File: src/rtl/hazard_unit_mc_pkg.sv
// Shared encodings for the multi-cycle hazard unit: forward-mux selects,
// result-source code that marks a load, and the load-use FSM states.
package hazard_pkg;

  localparam logic [1:0] FWD_RF  = 2'b00;
  localparam logic [1:0] FWD_MEM = 2'b10;
  localparam logic [1:0] FWD_WB  = 2'b01;

  localparam logic [1:0] RESULT_SRC_MEM = 2'b01;

  typedef enum logic {
    IDLE     = 1'b0,
    LU_STALL = 1'b1
  } lu_state_e;

endpackage

File: src/rtl/hazard_unit_mc_if.sv
// Datapath <-> hazard unit signal bundle. The datapath is the master (drives
// stage register fields), the hazard unit is the slave (drives fwd/stall/flush).
interface hazard_unit_mc_if #(
  parameter int REG_AW = 5
);

  logic [REG_AW-1:0] Rs1D;
  logic [REG_AW-1:0] Rs2D;
  logic              McOpD;
  logic [REG_AW-1:0] Rs1E;
  logic [REG_AW-1:0] Rs2E;
  logic [REG_AW-1:0] RdE;
  logic [1:0]        ResultSrcE;
  logic              McStartE;
  logic              PCSrcE;
  logic [REG_AW-1:0] RdM;
  logic              RegWriteM;
  logic [REG_AW-1:0] RdW;
  logic              RegWriteW;
  logic              McDoneW;
  logic [REG_AW-1:0] McRdW;

  logic [1:0]        ForwardAE;
  logic [1:0]        ForwardBE;
  logic              StallF;
  logic              StallD;
  logic              FlushD;
  logic              FlushE;
  logic              McBusy;

  modport master (
    output Rs1D, Rs2D, McOpD, Rs1E, Rs2E, RdE, ResultSrcE, McStartE, PCSrcE,
           RdM, RegWriteM, RdW, RegWriteW, McDoneW, McRdW,
    input  ForwardAE, ForwardBE, StallF, StallD, FlushD, FlushE, McBusy
  );

  modport slave (
    input  Rs1D, Rs2D, McOpD, Rs1E, Rs2E, RdE, ResultSrcE, McStartE, PCSrcE,
           RdM, RegWriteM, RdW, RegWriteW, McDoneW, McRdW,
    output ForwardAE, ForwardBE, StallF, StallD, FlushD, FlushE, McBusy
  );

endinterface

File: src/rtl/hazard_unit_mc_scoreboard.sv
// Pending-destination bits and outstanding-op counter for the out-of-order
// MUL/DIV unit, with two Decode-stage source queries.
module hazard_scoreboard #(
  parameter int REG_AW   = 5,
  parameter int MC_DEPTH = 2
) (
  input  logic              clk,
  input  logic              rst,
  input  logic              i_set_vld,
  input  logic [REG_AW-1:0] i_set_rd,
  input  logic              i_clr_vld,
  input  logic [REG_AW-1:0] i_clr_rd,
  input  logic [REG_AW-1:0] i_q1_rd,
  input  logic [REG_AW-1:0] i_q2_rd,
  output logic              o_raw_hit,
  output logic              o_full,
  output logic              o_release,
  output logic              o_busy
);

  localparam int NREG = 2 ** REG_AW;
  localparam int CW   = $clog2(MC_DEPTH + 1);
  localparam logic [CW-1:0] DEPTH_C = CW'(MC_DEPTH);

  logic [NREG-1:0] r_pending;
  logic [CW-1:0]   r_cnt;

  logic w_set;
  logic w_clr;
  logic w_q1_hit;
  logic w_q2_hit;

  assign w_set = i_set_vld && (i_set_rd != '0);
  // A completion with nothing outstanding is a stale writeback (e.g. after reset).
  assign w_clr = i_clr_vld && (r_cnt != '0);

  always_ff @(posedge clk) begin
    if (rst) begin
      r_pending <= '0;
      r_cnt     <= '0;
    end else begin
      if (w_clr) r_pending[i_clr_rd] <= 1'b0;
      if (w_set) r_pending[i_set_rd] <= 1'b1;
      if (w_set && !w_clr && (r_cnt != DEPTH_C)) r_cnt <= r_cnt + CW'(1);
      else if (w_clr && !w_set) r_cnt <= r_cnt - CW'(1);
    end
  end

  // The completing register is released in the same cycle it writes back.
  assign w_q1_hit = (i_q1_rd != '0) && r_pending[i_q1_rd] && !(w_clr && (i_clr_rd == i_q1_rd));
  assign w_q2_hit = (i_q2_rd != '0) && r_pending[i_q2_rd] && !(w_clr && (i_clr_rd == i_q2_rd));

  assign o_raw_hit = w_q1_hit || w_q2_hit;
  assign o_full    = (r_cnt == DEPTH_C);
  assign o_release = w_clr;
  assign o_busy    = (r_cnt != '0);

`ifndef SYNTHESIS
  always_ff @(posedge clk) begin
    if (!rst) begin
      assert (!(i_clr_vld && (r_cnt == '0)))
        else $error("hazard_scoreboard: completion with no op outstanding");
      assert (!(w_set && !w_clr && (r_cnt == DEPTH_C)))
        else $error("hazard_scoreboard: issue with all slots occupied");
    end
  end
`endif

endmodule

File: src/rtl/hazard_unit_mc.sv
// Hazard controller for the 5-stage pipeline: operand forwarding, programmable
// load-use bubbles, and MUL/DIV scoreboard stalls, with branch flush on top.
module hazard_unit_mc
  import hazard_pkg::*;
#(
  parameter int REG_AW     = 5,
  parameter int LOAD_STALL = 1,
  parameter int MC_DEPTH   = 2
) (
  input logic            clk,
  input logic            rst,
  hazard_unit_mc_if.slave bus
);

  localparam logic [1:0] LU_INIT = 2'(LOAD_STALL - 1);

  lu_state_e r_state;
  lu_state_e w_state_nxt;
  logic [1:0] r_lu_cnt;
  logic [1:0] w_lu_cnt_nxt;
  logic       r_rst_q;

  logic w_blank;
  logic w_lu_hit;
  logic w_lu_stall;
  logic w_sb_raw;
  logic w_sb_full;
  logic w_sb_release;
  logic w_sb_busy;
  logic w_mc_struct;
  logic w_stall;

  function automatic logic [1:0] fwd_sel(
    input logic [REG_AW-1:0] rs,
    input logic [REG_AW-1:0] rd_m,
    input logic              we_m,
    input logic [REG_AW-1:0] rd_w,
    input logic              we_w
  );
    if (we_m && (rd_m != '0) && (rs == rd_m))      return FWD_MEM;
    else if (we_w && (rd_w != '0) && (rs == rd_w)) return FWD_WB;
    else                                           return FWD_RF;
  endfunction

  hazard_scoreboard #(
    .REG_AW   (REG_AW),
    .MC_DEPTH (MC_DEPTH)
  ) u_scoreboard (
    .clk       (clk),
    .rst       (rst),
    .i_set_vld (bus.McStartE),
    .i_set_rd  (bus.RdE),
    .i_clr_vld (bus.McDoneW),
    .i_clr_rd  (bus.McRdW),
    .i_q1_rd   (bus.Rs1D),
    .i_q2_rd   (bus.Rs2D),
    .o_raw_hit (w_sb_raw),
    .o_full    (w_sb_full),
    .o_release (w_sb_release),
    .o_busy    (w_sb_busy)
  );

  // Outputs are held quiet while in reset and for one cycle afterwards.
  assign w_blank = rst || r_rst_q;

  assign w_lu_hit = !w_blank && (bus.ResultSrcE == RESULT_SRC_MEM) && (bus.RdE != '0) &&
                    ((bus.Rs1D == bus.RdE) || (bus.Rs2D == bus.RdE));

  assign w_mc_struct = bus.McOpD && w_sb_full && !w_sb_release;
  assign w_stall     = w_lu_stall || w_sb_raw || w_mc_struct;

  always_ff @(posedge clk) begin
    if (rst) begin
      r_state  <= IDLE;
      r_lu_cnt <= '0;
      r_rst_q  <= 1'b1;
    end else begin
      r_state  <= w_state_nxt;
      r_lu_cnt <= w_lu_cnt_nxt;
      r_rst_q  <= 1'b0;
    end
  end

  always_comb begin
    w_state_nxt  = r_state;
    w_lu_cnt_nxt = r_lu_cnt;
    w_lu_stall   = 1'b0;
    case (r_state)
      IDLE: begin
        if (w_lu_hit) begin
          w_lu_stall = 1'b1;
          if (LOAD_STALL > 1) begin
            w_state_nxt  = LU_STALL;
            w_lu_cnt_nxt = LU_INIT;
          end
        end
      end
      LU_STALL: begin
        w_lu_stall = 1'b1;
        if (r_lu_cnt <= 2'd1) begin
          w_state_nxt  = IDLE;
          w_lu_cnt_nxt = '0;
        end else begin
          w_lu_cnt_nxt = r_lu_cnt - 2'd1;
        end
      end
    endcase
    // A resolved branch kills the younger stalled instructions.
    if (bus.PCSrcE) begin
      w_state_nxt  = IDLE;
      w_lu_cnt_nxt = '0;
    end
  end

  always_comb begin
    bus.ForwardAE = FWD_RF;
    bus.ForwardBE = FWD_RF;
    bus.StallF    = 1'b0;
    bus.StallD    = 1'b0;
    bus.FlushD    = 1'b0;
    bus.FlushE    = 1'b0;
    bus.McBusy    = 1'b0;
    if (!w_blank) begin
      bus.ForwardAE = fwd_sel(bus.Rs1E, bus.RdM, bus.RegWriteM, bus.RdW, bus.RegWriteW);
      bus.ForwardBE = fwd_sel(bus.Rs2E, bus.RdM, bus.RegWriteM, bus.RdW, bus.RegWriteW);
      bus.McBusy    = w_sb_busy;
      if (bus.PCSrcE) begin
        bus.FlushD = 1'b1;
        bus.FlushE = 1'b1;
      end else begin
        bus.StallF = w_stall;
        bus.StallD = w_stall;
        bus.FlushE = w_stall;
      end
    end
  end

endmodule

File: src/flat_wrapper.sv
// flat-port wrapper written by rule: the top's interface ports become plain ports
module hazard_unit_mc_flat import hazard_pkg::*;
#(
  parameter int REG_AW     = 5,
  parameter int LOAD_STALL = 1,
  parameter int MC_DEPTH   = 2
)
  (clk, rst, bus_Rs1D, bus_Rs2D, bus_McOpD, bus_Rs1E, bus_Rs2E, bus_RdE, bus_ResultSrcE, bus_McStartE, bus_PCSrcE, bus_RdM, bus_RegWriteM, bus_RdW, bus_RegWriteW, bus_McDoneW, bus_McRdW, bus_ForwardAE, bus_ForwardBE, bus_StallF, bus_StallD, bus_FlushD, bus_FlushE, bus_McBusy);
  hazard_unit_mc_if #(.REG_AW(REG_AW)) bus_i ();
  input logic clk;
  input logic rst;
  input wire logic [$bits(bus_i.Rs1D)-1:0] bus_Rs1D;
  input wire logic [$bits(bus_i.Rs2D)-1:0] bus_Rs2D;
  input wire logic [$bits(bus_i.McOpD)-1:0] bus_McOpD;
  input wire logic [$bits(bus_i.Rs1E)-1:0] bus_Rs1E;
  input wire logic [$bits(bus_i.Rs2E)-1:0] bus_Rs2E;
  input wire logic [$bits(bus_i.RdE)-1:0] bus_RdE;
  input wire logic [$bits(bus_i.ResultSrcE)-1:0] bus_ResultSrcE;
  input wire logic [$bits(bus_i.McStartE)-1:0] bus_McStartE;
  input wire logic [$bits(bus_i.PCSrcE)-1:0] bus_PCSrcE;
  input wire logic [$bits(bus_i.RdM)-1:0] bus_RdM;
  input wire logic [$bits(bus_i.RegWriteM)-1:0] bus_RegWriteM;
  input wire logic [$bits(bus_i.RdW)-1:0] bus_RdW;
  input wire logic [$bits(bus_i.RegWriteW)-1:0] bus_RegWriteW;
  input wire logic [$bits(bus_i.McDoneW)-1:0] bus_McDoneW;
  input wire logic [$bits(bus_i.McRdW)-1:0] bus_McRdW;
  output wire logic [$bits(bus_i.ForwardAE)-1:0] bus_ForwardAE;
  output wire logic [$bits(bus_i.ForwardBE)-1:0] bus_ForwardBE;
  output wire logic [$bits(bus_i.StallF)-1:0] bus_StallF;
  output wire logic [$bits(bus_i.StallD)-1:0] bus_StallD;
  output wire logic [$bits(bus_i.FlushD)-1:0] bus_FlushD;
  output wire logic [$bits(bus_i.FlushE)-1:0] bus_FlushE;
  output wire logic [$bits(bus_i.McBusy)-1:0] bus_McBusy;
  assign bus_i.Rs1D = bus_Rs1D;
  assign bus_i.Rs2D = bus_Rs2D;
  assign bus_i.McOpD = bus_McOpD;
  assign bus_i.Rs1E = bus_Rs1E;
  assign bus_i.Rs2E = bus_Rs2E;
  assign bus_i.RdE = bus_RdE;
  assign bus_i.ResultSrcE = bus_ResultSrcE;
  assign bus_i.McStartE = bus_McStartE;
  assign bus_i.PCSrcE = bus_PCSrcE;
  assign bus_i.RdM = bus_RdM;
  assign bus_i.RegWriteM = bus_RegWriteM;
  assign bus_i.RdW = bus_RdW;
  assign bus_i.RegWriteW = bus_RegWriteW;
  assign bus_i.McDoneW = bus_McDoneW;
  assign bus_i.McRdW = bus_McRdW;
  assign bus_ForwardAE = bus_i.ForwardAE;
  assign bus_ForwardBE = bus_i.ForwardBE;
  assign bus_StallF = bus_i.StallF;
  assign bus_StallD = bus_i.StallD;
  assign bus_FlushD = bus_i.FlushD;
  assign bus_FlushE = bus_i.FlushE;
  assign bus_McBusy = bus_i.McBusy;
  hazard_unit_mc #(.REG_AW(REG_AW), .LOAD_STALL(LOAD_STALL), .MC_DEPTH(MC_DEPTH)) u_core (.clk(clk), .rst(rst), .bus(bus_i));
endmodule
File: config.mk
export PLATFORM = sky130hd
export DESIGN_NAME = hazard_unit_mc_flat
export DESIGN_NICKNAME = d
export VERILOG_FILES = /design/src/rtl/hazard_unit_mc_pkg.sv /design/src/rtl/hazard_unit_mc_if.sv /design/src/rtl/hazard_unit_mc_scoreboard.sv /design/src/rtl/hazard_unit_mc.sv /design/src/flat_wrapper.sv
export SDC_FILE = /design/constraint.sdc
export NUM_CORES = 1
export LEC_CHECK = 0
export ABC_AREA = 1
export BUFFER_PORTS_ARGS = -buffer_cell sky130_fd_sc_hd__buf_2
export CAP_MARGIN = 10
export CORE_ASPECT_RATIO = 1.1
export CORE_MARGIN = 2
export CORE_UTILIZATION = 40
export CTS_BUF_LIST = sky130_fd_sc_hd__clkbuf_8
export DETAILED_ROUTE_END_ITERATION = 7
export GPL_TIMING_DRIVEN = 0
export HOLD_SLACK_MARGIN = 0.08
export PLACE_DENSITY = 0.72
export SETUP_SLACK_MARGIN = 0.1
export SYNTH_ARGS = -nofsm -noshare
export SYNTH_HDL_FRONTEND = slang
export SYNTH_HIERARCHICAL = 1
export SYNTH_SLANG_ARGS = --single-unit
File: constraint.sdc
create_clock -name clk -period 1.75 [get_ports clk]
set_clock_uncertainty 0.2 [all_clocks]
set_input_delay 0 -clock clk [delete_from_list [all_inputs] [get_ports clk]]
set_output_delay 0 -clock clk [all_outputs]
set_load 0.01 [all_outputs]
==> impl_metrics.toml <==
[route]
vias = 3887
detailedRoute.firstPassIterationCount = 5
drt_iter0_drc = 370
postRouteAntennaNets = 0
via_per_inst = 5.24
drc = 0
postRouteWirelength_mm = 10.5
wire_per_inst_um = 14.2

[sta]
rsz0062_at_grt = "yes"
timing.final.ws_setup_ns = -0.297
hold_viol_final = 2
final-setup-viol-count = 19
worstMarginPinSlew_ns = 0.555
post-route-period-util_pct = 117
maxSlewHeadroom_pct = 62.8
fin_hold_ws_ns = -0.177
slew_violations = 0
period_needed_ns = 2.05
fmax_mhz = 489

[power]
pwr-share-clk_pct = 29.5
ir_drop_mv = 0.416
leakage_nw = 1.86
pwr-share-seq_pct = 41.5
power.switching_uw = 706
powerDensity_nw_per_um2 = 540
combPwrFrac_pct = 29.1
swShare_pct = 33.0
p_int_mw = 1.43

[cells_and_area]
stdcell_area_um2 = 3960
nets = 683
syn2layout_area_growth_pct = 25.3
diodes = 0
nFillCells = 766
final_util_pct = 50.9
layout_common_cells = "171 x nand2_1, 60 x inv_1, 56 x buf_2"
final_common_cell = "nand2_1"
drive_gt1_share_pct = 23.8

[synthesis]
yosysSeqAreaShare_pct = 24.1
synth.distinct_cells = 37
ys_ff_latch = 38
syn-cell-area_um2 = 3160
synth-warning-count = 6
avgSynthCellArea_um2 = 5.73
synth_nets = 602
syn_inst = 552

[setup_path]
cp_num_buf_inv = 3
crit_family = "simple AND/OR/NAND/NOR gates"
end_kind = "primary output"
r2r_cells = 6
cp.required_ns = 1.55
path_cells = "inv_4 > a21oi_4 > o211ai_1 > nor3_1 > nor2_1 > nand2_1 > nand2_1 > nor2_1 > nand2_1 > nand2_2 > nor2_2 > buf_4 > buf_6"
cp.arrival_ns = 1.85
crit_slowest_cell = "dfxtp_2"
path_common_cell = "nand2_1"
critPathLaunchType = "flop"
critPathMaxStageDelay_ns = 0.36
worstPathMaxFanout = 3
worstSetupPathType = "flop to primary output"
cp.depth = 13

[clock_tree]
clk_pin_slew_worst_paths_ns = 0.08
clock_path_buffers = 2
clk_latency_ns = 0.29
htreeDepth = 2
cts_buffers = 5
root_buffer = "clkbuf_8"
cts_tree = "built"
clkSinkCount = 38

[global_routing]
antenna_found_initial = 0
grt_start_max_net_pins = 13
track_usage_pct = 25.0
grt_pass1_wl_mm = 17.2
grt_pass1_vias = 3755
grt_remaining_overflow = 0

[outcome]
outcome = "complete, but fails checks"
violations = "negative hold slack, negative setup slack"

[placed_design]
dpl_cell_area_um2 = 3570
port-buffer-count = 55
dp_hpwl_mm = 7.68
gp_routability_congestion = 0.938

[floorplan]
fp.dieW_um = 88.8
die_y_um = 97.2
core_um2 = 7780
start_util_pct = 40.6
placement_rows = 34
io_pins = 59
fp.dieArea_um2 = 8630

[flow_run]
maxCapViolCount = 0

[worst_hold_path]
worstHoldPathCells = 4
min_path_type = "primary input to flop"
## flip-flops by register name, summed over array words and instances, names as in the netlist
register and cells:
u_core/u_scoreboard/r_cnt 2, u_core/r_rst_q 1, u_core/r_lu_cnt 2, u_core/u_scoreboard/r_pending 32, u_core/r_state 1
## power groups by stage
| stage | registers [mW] | logic, mW | clock network [mW] |
|---|---|---|---|
| after floorplan | 0.902 | 0.351 | 0 |
| after global placement | 0.904 | 0.533 | 0 |
| after detailed placement | 0.905 | 0.544 | 0 |
| after CTS | 0.885 | 0.588 | 0.631 |
| after global routing | 0.887 | 0.684 | 0.675 |
| final | 0.886 | 0.621 | 0.630 |
## cell usage after synthesis, drive strengths merged
cell / count / area share, %
o31ai: 1 / 0.24
o22ai: 2 / 0.40
clkbuf: 5 / 0.59
nand2: 177 / 21
buf: 11 / 2.9
o21ai: 40 / 6.7
a211oi: 1 / 0.24
xor2: 4 / 1.1
xnor2: 15 / 4.2
nor3: 13 / 2.9
o2111ai: 2 / 0.55
clkinv: 3 / 0.36
nor2: 44 / 5.5
nand4: 7 / 1.4
nor4: 2 / 0.40
inv: 84 / 10
or2: 3 / 0.59
o21bai: 1 / 0.24
o211ai: 2 / 0.47
nand3: 58 / 9.3
dfxtp: 38 / 24
a21oi: 39 / 6.5
## cell families (layout without fill, tap and decap cells)
family          Yosys count  in the layout  synth area share [%]
simple gates            304            304                  41.4
compound gates           88             88                  15.4
buf+inv                 103            185                  13.9
flops                    38             38                  24.1
xor+xnor                 19             19                  5.27
## routing by layer
layer | part of all wire, % | track usage (%) | vias up
met5 | 0 | 0 | -
li1 | - | - | 1915
met1 | 40 | 29.8 | 1771
met2 | 51 | 44.4 | 165
met4 | 3.4 | 8.62 | 0
met3 | 5.3 | 3.65 | 36
## through the flow
step | hold WS, ns | total power [mW] | setup slack [ns] | TNS (ns) | cells
floorplan | -0.172 | 1.25 | 0.111 | 0 | 552
global placement | -0.0221 | 1.44 | -0.209 | -0.408 | 715
detailed placement | -0.0189 | 1.45 | -0.271 | -0.593 | 715
CTS | -0.178 | 2.10 | -0.268 | -0.656 | 740
global route | -0.169 | 2.25 | -0.434 | -3.07 | 742
finish | -0.177 | 2.14 | -0.297 | -1.16 | 742
## path summary, 6_finish.rpt
check / slack (ns) / from / to
worst min register to register: 0.26 / u_core/r_lu_cnt[1] / u_core/r_state
worst min-delay path: -0.18 / bus_McDoneW / u_core/u_scoreboard/r_cnt[1]
worst max-delay path: -0.30 / u_core/u_scoreboard/r_cnt[0] / bus_StallF
worst max register to register: 0.06 / u_core/u_scoreboard/r_cnt[0] / u_core/u_scoreboard/r_pending[14]
## final cells by class
cell class	instances	area [µm²]	area share, %
multi-input combinational	411	2030	51.4
sequential	38	785	19.8
timing repair buffer	74	463	11.7
inverter	87	335	8.47
tap	108	135	3.41
buffer	16	113	2.84
clock buffer	6	82.6	2.09
clock inverter	2	12.5	0.316
## worst register-to-register path: stages (launching register included)
cell and delay, ns:
dfxtp_2 0.36, inv_4 0.04, a21oi_4 0.20, buf_4 0.21
nand4_1 0.23, o21ai_1 0.25, a21oi_1 0.08
## repair_timing
item                       in CTS  in global routing
setup endpoints to repair      12                 33
pin swaps                      14                  9
setup buffers                   4                  2
hold endpoints to repair       36                 25
cloned                          0                  0
resized for setup              20                 47
hold buffers                   13                  3
Note: power is estimated with default switching activity, not from simulation.
